<file path="src/rtl/led_seq_pkg.sv">
// Shared types for the LED pattern sequencer.
//   mode_t        : 2-bit mode code carried on the mode request port
//   MODE_*        : mode code constants (OFF, CHASE, BLINK, COUNT)
//   state_t       : pattern FSM state encoding
//   mode_to_state : maps a requested mode code onto its FSM state
package led_seq_pkg;

    typedef logic [1:0] mode_t;

    localparam mode_t MODE_OFF   = 2'd0;
    localparam mode_t MODE_CHASE = 2'd1;
    localparam mode_t MODE_BLINK = 2'd2;
    localparam mode_t MODE_COUNT = 2'd3;

    typedef enum logic [1:0] {
        ST_OFF,
        ST_CHASE,
        ST_BLINK,
        ST_COUNT
    } state_t;

    function automatic state_t mode_to_state(input mode_t m);
        state_t s;
        case (m)
            MODE_CHASE: s = ST_CHASE;
            MODE_BLINK: s = ST_BLINK;
            MODE_COUNT: s = ST_COUNT;
            default:    s = ST_OFF;
        endcase
        return s;
    endfunction

endpackage

</file>
<file path="src/rtl/led_sequencer_step_divider.sv">
// step_divider: pattern step timebase.
//   clk   : system clock
//   rst_n : asynchronous active-low reset
//   en    : 1 = counter advances, 0 = counter and tick frozen
//   tick  : one-cycle pulse in the cycle after the counter sat at DELAY-1
module step_divider #(
    parameter int DELAY = 50000000,
    parameter int CNT_W = 26
) (
    input  logic clk,
    input  logic rst_n,
    input  logic en,
    output logic tick
);

    logic [CNT_W-1:0] cnt;
    logic             at_end;

    assign at_end = (cnt == CNT_W'(DELAY - 1));

    // With DELAY=1 at_end is permanently true, so every enabled cycle ticks.
    always_ff @(posedge clk or negedge rst_n) begin
        if (!rst_n) begin
            cnt  <= '0;
            tick <= 1'b0;
        end else begin
            tick <= en && at_end;
            if (en) begin
                cnt <= at_end ? '0 : cnt + CNT_W'(1);
            end
        end
    end

endmodule

</file>
<file path="src/rtl/led_sequencer.sv">
// led_sequencer: sequenced pattern source for the board LED bank.
//   clk        : system clock
//   rst_n      : asynchronous active-low reset
//   en         : 1 = pattern steps run, 0 = freeze step timing and LEDs
//   mode       : requested mode (OFF, CHASE, BLINK, COUNT)
//   mode_valid : mode request present
//   mode_ready : a mode request can be accepted
//   led        : registered LED drive
//   step_tick  : one-cycle pulse on each pattern step
//   brightness : 4-bit PWM duty, only when LED_SEQUENCER_PWM_EN is defined
// A mode request is held as pending and only takes effect on a later step
// tick, so pattern changes stay aligned to the step timebase.
module led_sequencer
    import led_seq_pkg::*;
#(
    parameter int DELAY = 50000000,
    parameter int N_LED = 3,
    parameter int CNT_W = 26
) (
    input  logic             clk,
    input  logic             rst_n,
    input  logic             en,
    input  logic [1:0]       mode,
    input  logic             mode_valid,
    output logic             mode_ready,
`ifdef LED_SEQUENCER_PWM_EN
    input  logic [3:0]       brightness,
`endif
    output logic [N_LED-1:0] led,
    output logic             step_tick
);

    state_t           state, state_nxt;
    logic [N_LED-1:0] pat, pat_nxt;
    mode_t            pend_mode, pend_mode_nxt;
    logic             pend, pend_nxt;
    logic             tick;
    logic             accept;

    step_divider #(
        .DELAY (DELAY),
        .CNT_W (CNT_W)
    ) u_div (
        .clk   (clk),
        .rst_n (rst_n),
        .en    (en),
        .tick  (tick)
    );

    assign mode_ready = !pend;
    assign step_tick  = tick;
    assign accept     = mode_valid && !pend;

    always_ff @(posedge clk or negedge rst_n) begin
        if (!rst_n) begin
            state     <= ST_OFF;
            pat       <= '0;
            pend      <= 1'b0;
            pend_mode <= MODE_OFF;
        end else begin
            state     <= state_nxt;
            pat       <= pat_nxt;
            pend      <= pend_nxt;
            pend_mode <= pend_mode_nxt;
        end
    end

    // Accept and apply never coincide: accept needs the pending flag clear,
    // apply needs it set. A request accepted on a tick therefore waits a step.
    always_comb begin
        state_nxt     = state;
        pat_nxt       = pat;
        pend_nxt      = pend;
        pend_mode_nxt = pend_mode;

        if (tick) begin
            if (pend) begin
                state_nxt = mode_to_state(pend_mode);
                pend_nxt  = 1'b0;
                case (state_nxt)
                    ST_CHASE: pat_nxt = N_LED'(1);
                    ST_BLINK: pat_nxt = '1;
                    default:  pat_nxt = '0;
                endcase
            end else begin
                case (state)
                    ST_CHASE: pat_nxt = {pat[N_LED-2:0], pat[N_LED-1]};
                    ST_BLINK: pat_nxt = ~pat;
                    ST_COUNT: pat_nxt = pat + N_LED'(1);
                    default:  pat_nxt = '0;
                endcase
            end
        end

        if (accept) begin
            pend_nxt      = 1'b1;
            pend_mode_nxt = mode;
        end
    end

`ifdef LED_SEQUENCER_PWM_EN
    logic [3:0]       pwm_cnt;
    logic [N_LED-1:0] led_q;

    // Brightness only masks the output; the pattern register keeps stepping.
    always_ff @(posedge clk or negedge rst_n) begin
        if (!rst_n) begin
            pwm_cnt <= '0;
            led_q   <= '0;
        end else begin
            pwm_cnt <= pwm_cnt + 4'd1;
            led_q   <= pat & {N_LED{pwm_cnt < brightness}};
        end
    end

    assign led = led_q;
`else
    assign led = pat;
`endif

endmodule

</file>
<file path="config.mk">
export PLATFORM = sky130hd
export DESIGN_NAME = led_sequencer
export DESIGN_NICKNAME = d
export VERILOG_FILES = /design/src/rtl/led_seq_pkg.sv /design/src/rtl/led_sequencer_step_divider.sv /design/src/rtl/led_sequencer.sv
export SDC_FILE = /design/constraint.sdc
export NUM_CORES = 1
export LEC_CHECK = 0
export CAP_MARGIN = 0
export CELL_PAD_IN_SITES_DETAIL_PLACEMENT = 1
export CELL_PAD_IN_SITES_GLOBAL_PLACEMENT = 1
export CORE_MARGIN = 2
export CORE_UTILIZATION = 41
export DETAILED_ROUTE_END_ITERATION = 10
export PLACE_DENSITY = 0.79
export SYNTH_ARGS = -nofsm -noshare
export SYNTH_HDL_FRONTEND = slang
export SYNTH_SLANG_ARGS = --single-unit
export TNS_END_PERCENT = 1
</file>
<file path="constraint.sdc">
create_clock -name clk -period 1.85 [get_ports clk]
set_input_delay 0.37 -clock clk [delete_from_list [all_inputs] [get_ports clk]]
set_output_delay 0.37 -clock clk [all_outputs]
set_load 0.03 [all_outputs]
</file>
# Yosys cells after proc, flatten, opt, wreduce, memory -nomap -nowiden
# Index checks and enable logic that the tools add are counted.
dict set report word_totals {
  regBits 35
  input_bits 6
  output_inout_bits 5
  elab_cells 32
}
dict set report op_classes {
  add_sub_neg 2
  n_eq_ne 9
  mux 9
  bitwise 1
  n_reduce_logical 5
}
# op count
set op_table {}
lappend op_table {{26-bit by 1-bit adder with 26-bit output (second input constant)} 1}
lappend op_table {{26-bit == test (second input constant)} 1}
lappend op_table {{26-bit 2-to-1 mux} 1}
lappend op_table {{2-bit == test (second input constant)} 5}
lappend op_table {{3-bit one-hot mux with 3 select lines} 1}
lappend op_table {{2-bit by 1-bit == test with 1-bit output (second input constant)} 3}
lappend op_table {{2-bit one-hot mux with 3 select lines} 1}
lappend op_table {{3-bit one-hot mux with 2 select lines} 1}
lappend op_table {{2-bit 2-to-1 mux} 2}
lappend op_table {{3-bit by 1-bit adder with 3-bit output (second input constant)} 1}
lappend op_table {{3-bit 2-to-1 mux} 1}
lappend op_table {{3-bit NOT} 1}
lappend op_table {{1-bit logical AND} 2}
lappend op_table {{1-bit 2-to-1 mux} 2}
lappend op_table {{2-bit AND reduction} 1}
lappend op_table {{2-bit nonzero test} 1}
lappend op_table {{1-bit logical NOT} 1}

# Logic depth before layout (Yosys ltp)
dict set report depth {
  ltp_word 7
  ltp_mapped 6
  mapped_depth_nobuf 6
}

# Hierarchy
# A second synthesis with hierarchy kept.
dict set report unflattened {
  cells_unflattened 188
  hier_area_um2 1884.3
}
# module n_inst cells_each area_each_um2 seq_area_each_um2
set by_module_without_submodules {}
lappend by_module_without_submodules {step_divider 1 140 1416.4 675.6}
lappend by_module_without_submodules {led_sequencer 1 48 467.9 200.2}

# Worst setup path before layout
# Ideal clock, no wire load.
dict set report synth_path {
  path_kind {flip-flop to flip-flop}
  start {register u_div.cnt[0]}
  end {register u_div.cnt[19]}
  setup_time_ps 118
  arrival_time_ps 1771
  t_required_ps 1732
  setup_slack_ps -39
  path_stages_with_launch 7
  n_path_buf 0
  synth_period_minus_slack_ps 1889
  path_cell_list {dfrtp_1 > ha_1 > nand4_1 > or4_1 > o21ai_2 > nor3b_1 > a21o_1}
}
dict set report synth_via {
  elab_chain_len 2
  elab_cells_between_ends 3
  cone_classes {add/sub: 1; eq/ne: 1; mux: 1}
}
# element line
set synth_lines {}
lappend synth_lines {{start: declaration} led_sequencer_step_divider.sv:16} ;# logic [CNT_W-1:0] cnt;
lappend synth_lines {{start signal: assignment} led_sequencer_step_divider.sv:29} ;# cnt <= at_end ? '0 : cnt + CNT_W'(1);
lappend synth_lines {{26-bit by 1-bit adder with 26-bit output / 26-bit == test (equally long branches)} {led_sequencer_step_divider.sv:29, led_sequencer_step_divider.sv:19}}
lappend synth_lines {{26-bit 2-to-1 mux (*)} led_sequencer_step_divider.sv:29}
# Every way passes the cells marked *; elsewhere a longest branch is shown, timed or not.
# A chain may end at the register's enable or synchronous reset.

# Final worst setup path
dict set report layout_path {
  start {register u_div.cnt[8]}
  end {register u_div.cnt[3]}
}
dict set report layout_via {
  elab_chain_len 2
}
# element line
set layout_lines {}
lappend layout_lines {{26-bit == test} led_sequencer_step_divider.sv:19} ;# assign at_end = (cnt == CNT_W'(DELAY - 1));
lappend layout_lines {{26-bit 2-to-1 mux} led_sequencer_step_divider.sv:29}
# No other way between the ends.

==> impl_metrics.env <==
export IMPL_placement_rows=24
export IMPL_max_clock_path_buffers=2
export IMPL_rsz0062_at_grt="true"
export IMPL_finalHoldViolations=0
export IMPL_drive_gt1_share_pct=25.4
export IMPL_cts_tree="done"
export IMPL_yosysWarnings=0
export IMPL_wl_per_cell_um=19.7
export IMPL_vias_per_cell=5.87
export IMPL_n_fill_cell=510
export IMPL_hp_class="input pin to asynchronous set/reset pin"
export IMPL_yosys_area_top_type="dfrtp_1"
export IMPL_synthTopCellsByArea="dfrtp_1, ha_1, xnor2_1"
export IMPL_fin_nets=261
export IMPL_fin_crit_sh_pct=105
export IMPL_portBuffers=10
export IMPL_reg2reg_depth=7
export IMPL_path_clk_slew_ns=0.07
export IMPL_vias=1760
export IMPL_placement_setup_worst_slack_ns=-0.101
export IMPL_grt_usage_pct=22.2
export IMPL_dp_hpwl_um=3840
export IMPL_die_height_um=72.5
export IMPL_p_leak_uw=0.00120
export IMPL_tightest_slew_ns=0.441
export IMPL_initial_core_util_pct=43.2
export IMPL_yosysTopAreaCellShare_pct=45.6
export IMPL_arrival_ns=2.13
export IMPL_cts_root_buf="clkbuf_8"
export IMPL_cap_violations=0
export IMPL_period_minus_slack_ns=1.95
export IMPL_final_util_pct=56.8
export IMPL_violations="negative setup slack"
export IMPL_initialDrtViolationCount=123
export IMPL_cp_start_kind="flip-flop"
export IMPL_synth_cell_types=43
export IMPL_outcome="finished, violations left"
export IMPL_synth_xor_area_share_pct=5.01
export IMPL_antenna_cells=0
export IMPL_io_pins=11
export IMPL_drtPass1Iterations=5
export IMPL_clock_sinks=35
export IMPL_clock_skew_ns=0.00964
export IMPL_synthAdderAreaFrac_pct=4.56
export IMPL_fin_ws_ns=-0.101
export IMPL_critical_path_class="flip-flop to flip-flop"
export IMPL_async_reset_ff_share_pct=100
export IMPL_synth_seq_area_share_pct=45.6
export IMPL_synthMuxAreaShare_pct=2.08
export IMPL_setup_tns_ns=-1.03
export IMPL_max_freq_ghz=0.513
export IMPL_slew_headroom_pct=70.6
export IMPL_synthToLayoutAreaGrowth_pct=31.3
export IMPL_finalSetupViolations=16
export IMPL_synthMostInstantiatedCell="dfrtp_1"
export IMPL_synth_area_um2=1920
export IMPL_peakVddDrop_mv=0.385
export IMPL_synth_edf_count=0
export IMPL_cts_made_buffers=5
export IMPL_synth_cells=198
export IMPL_totalWireLength_um=5920
export IMPL_synth_compound_area_share_pct=13.7
export IMPL_grt_max_degree=36
export IMPL_yosys_top_cells_count="dfrtp_1, nor2_1, nand2_1"
export IMPL_power_density_nw_per_um2=679
export IMPL_postSynthAreaPerCell_um2=9.71
export IMPL_core_region_area_um2=4440
export IMPL_drv_slew=0
export IMPL_cp_end_kind="flip-flop"
export IMPL_ant_nets=0
export IMPL_first_global_vias=1789
export IMPL_yosys_area_share_simple_pct=25.4
export IMPL_antenna_found_initial=0
export IMPL_crit_required_ns=2.03
export IMPL_synth_seq_cells=35
export IMPL_cp_max_fo=5
export IMPL_ctsHtreeMaxLevel=2
export IMPL_whs_ns=0.491
export IMPL_synth_top_family_by_area="simple AND/OR/NAND/NOR gates"
export IMPL_grt_first_pass_wirelength_um=8760
export IMPL_fp_dieArea_um2=5250
export IMPL_ys_flop_type="dfrtp_1"
export IMPL_gr_total_overflow=0
export IMPL_gp_congestion=0.838
export IMPL_drcViolationCount=0
export IMPL_insertion_delay_ns=0.30
export IMPL_total_power_uw=1710
export IMPL_fp_dieW_um=72.5
export IMPL_syn_num_nets=211
routing by layer:
metal | up-vias | wire length (µm) | global-route usage [%]
li1 | 811 | - | -
met1 | 875 | 2430 | 26.8
met2 | 58 | 3050 | 39.8
met3 | 16 | 260 | 4.31
met4 | 0 | 186 | 7.00
met5 | - | 0 | 0
where the power goes:
part	internal, µW	leakage [µW]	switching, µW
combinational	118	0.000706	130
sequential	821	0.000451	64.8
clock	292	0.0000470	288
metrics by stage:
stage	area (µm²)	std cells
floorplan	1930	198
global route	2520	300
finish	2520	300
detailed placement	2270	281
global placement	2270	281
CTS	2390	289
critical path, cell delays in order (launching register included):
cell and delay, ns:
dfrtp_1 0.39, nor4_2 0.30, buf_4 0.18, nand3_4 0.10, nor4_4 0.40, buf_4 0.22
o21ai_1 0.07, a22o_1 0.18
cells in the final DEF, fill, tap and decap left out, drive strengths merged, types with 4 or more instances in the layout:
cell type and count:
inv 12, a21oi 5, or3 5, and3 7, nand2 15, buf 39, mux2i 4, clkbuf 6
dfrtp 35, nand3 9, nor4 5, xnor2 8, ha 7, nand4 8, nor2 16, a22o 4
nor3 6, clkdlybuf4s50 9, o21ai 17
final cells by class:
type	instances	area, µm²	area share (%)
sequential	35	880	34.9
clock buffer	6	82.6	3.27
tap	52	65.1	2.58
inverter	12	45.0	1.79
clock inverter	1	5.00	0.198
timing repair buffer	49	399	15.8
multi-input combinational	145	1050	41.5
flip-flops by register name, indices dropped and copies added (netlist names):
name / cells
u_div.tick: 1
u_div.cnt: 26
pend_mode: 2
state: 2
pend: 1
led: 3
cell families after synthesis:
logic type                 count (synthesis)
AOI/OAI and AO/OA                         41
xor gates and xnor gates                  11
adders and majority gates                  7
buffers and inverters                     18
DFF                                       35
muxes                                      4
and+or+nand+nor                           82
path summary, 6_finish.rpt:
path | start | to | slack [ns]
worst max-delay path | u_div.cnt[8] | u_div.cnt[3] | -0.10
min in group clk | u_div.cnt[23] | u_div.cnt[23] | 0.56
worst min register to register | u_div.cnt[23] | u_div.cnt[23] | 0.56
worst min-delay path | rst_n | u_div.cnt[19] | 0.49
max in group asynchronous | rst_n | u_div.cnt[13] | 1.02
worst max register to register | u_div.cnt[8] | u_div.cnt[3] | -0.10
what timing repair did:
action / CTS / global route
setup buffers: 1 / 11
gates cloned: 0 / 0
hold buffers: 0 / 0
gates resized for setup: 5 / 10
pin swaps: 4 / 8
endpoints found under the setup margin: 15 / 21
Power figures use the tool's default switching activity.
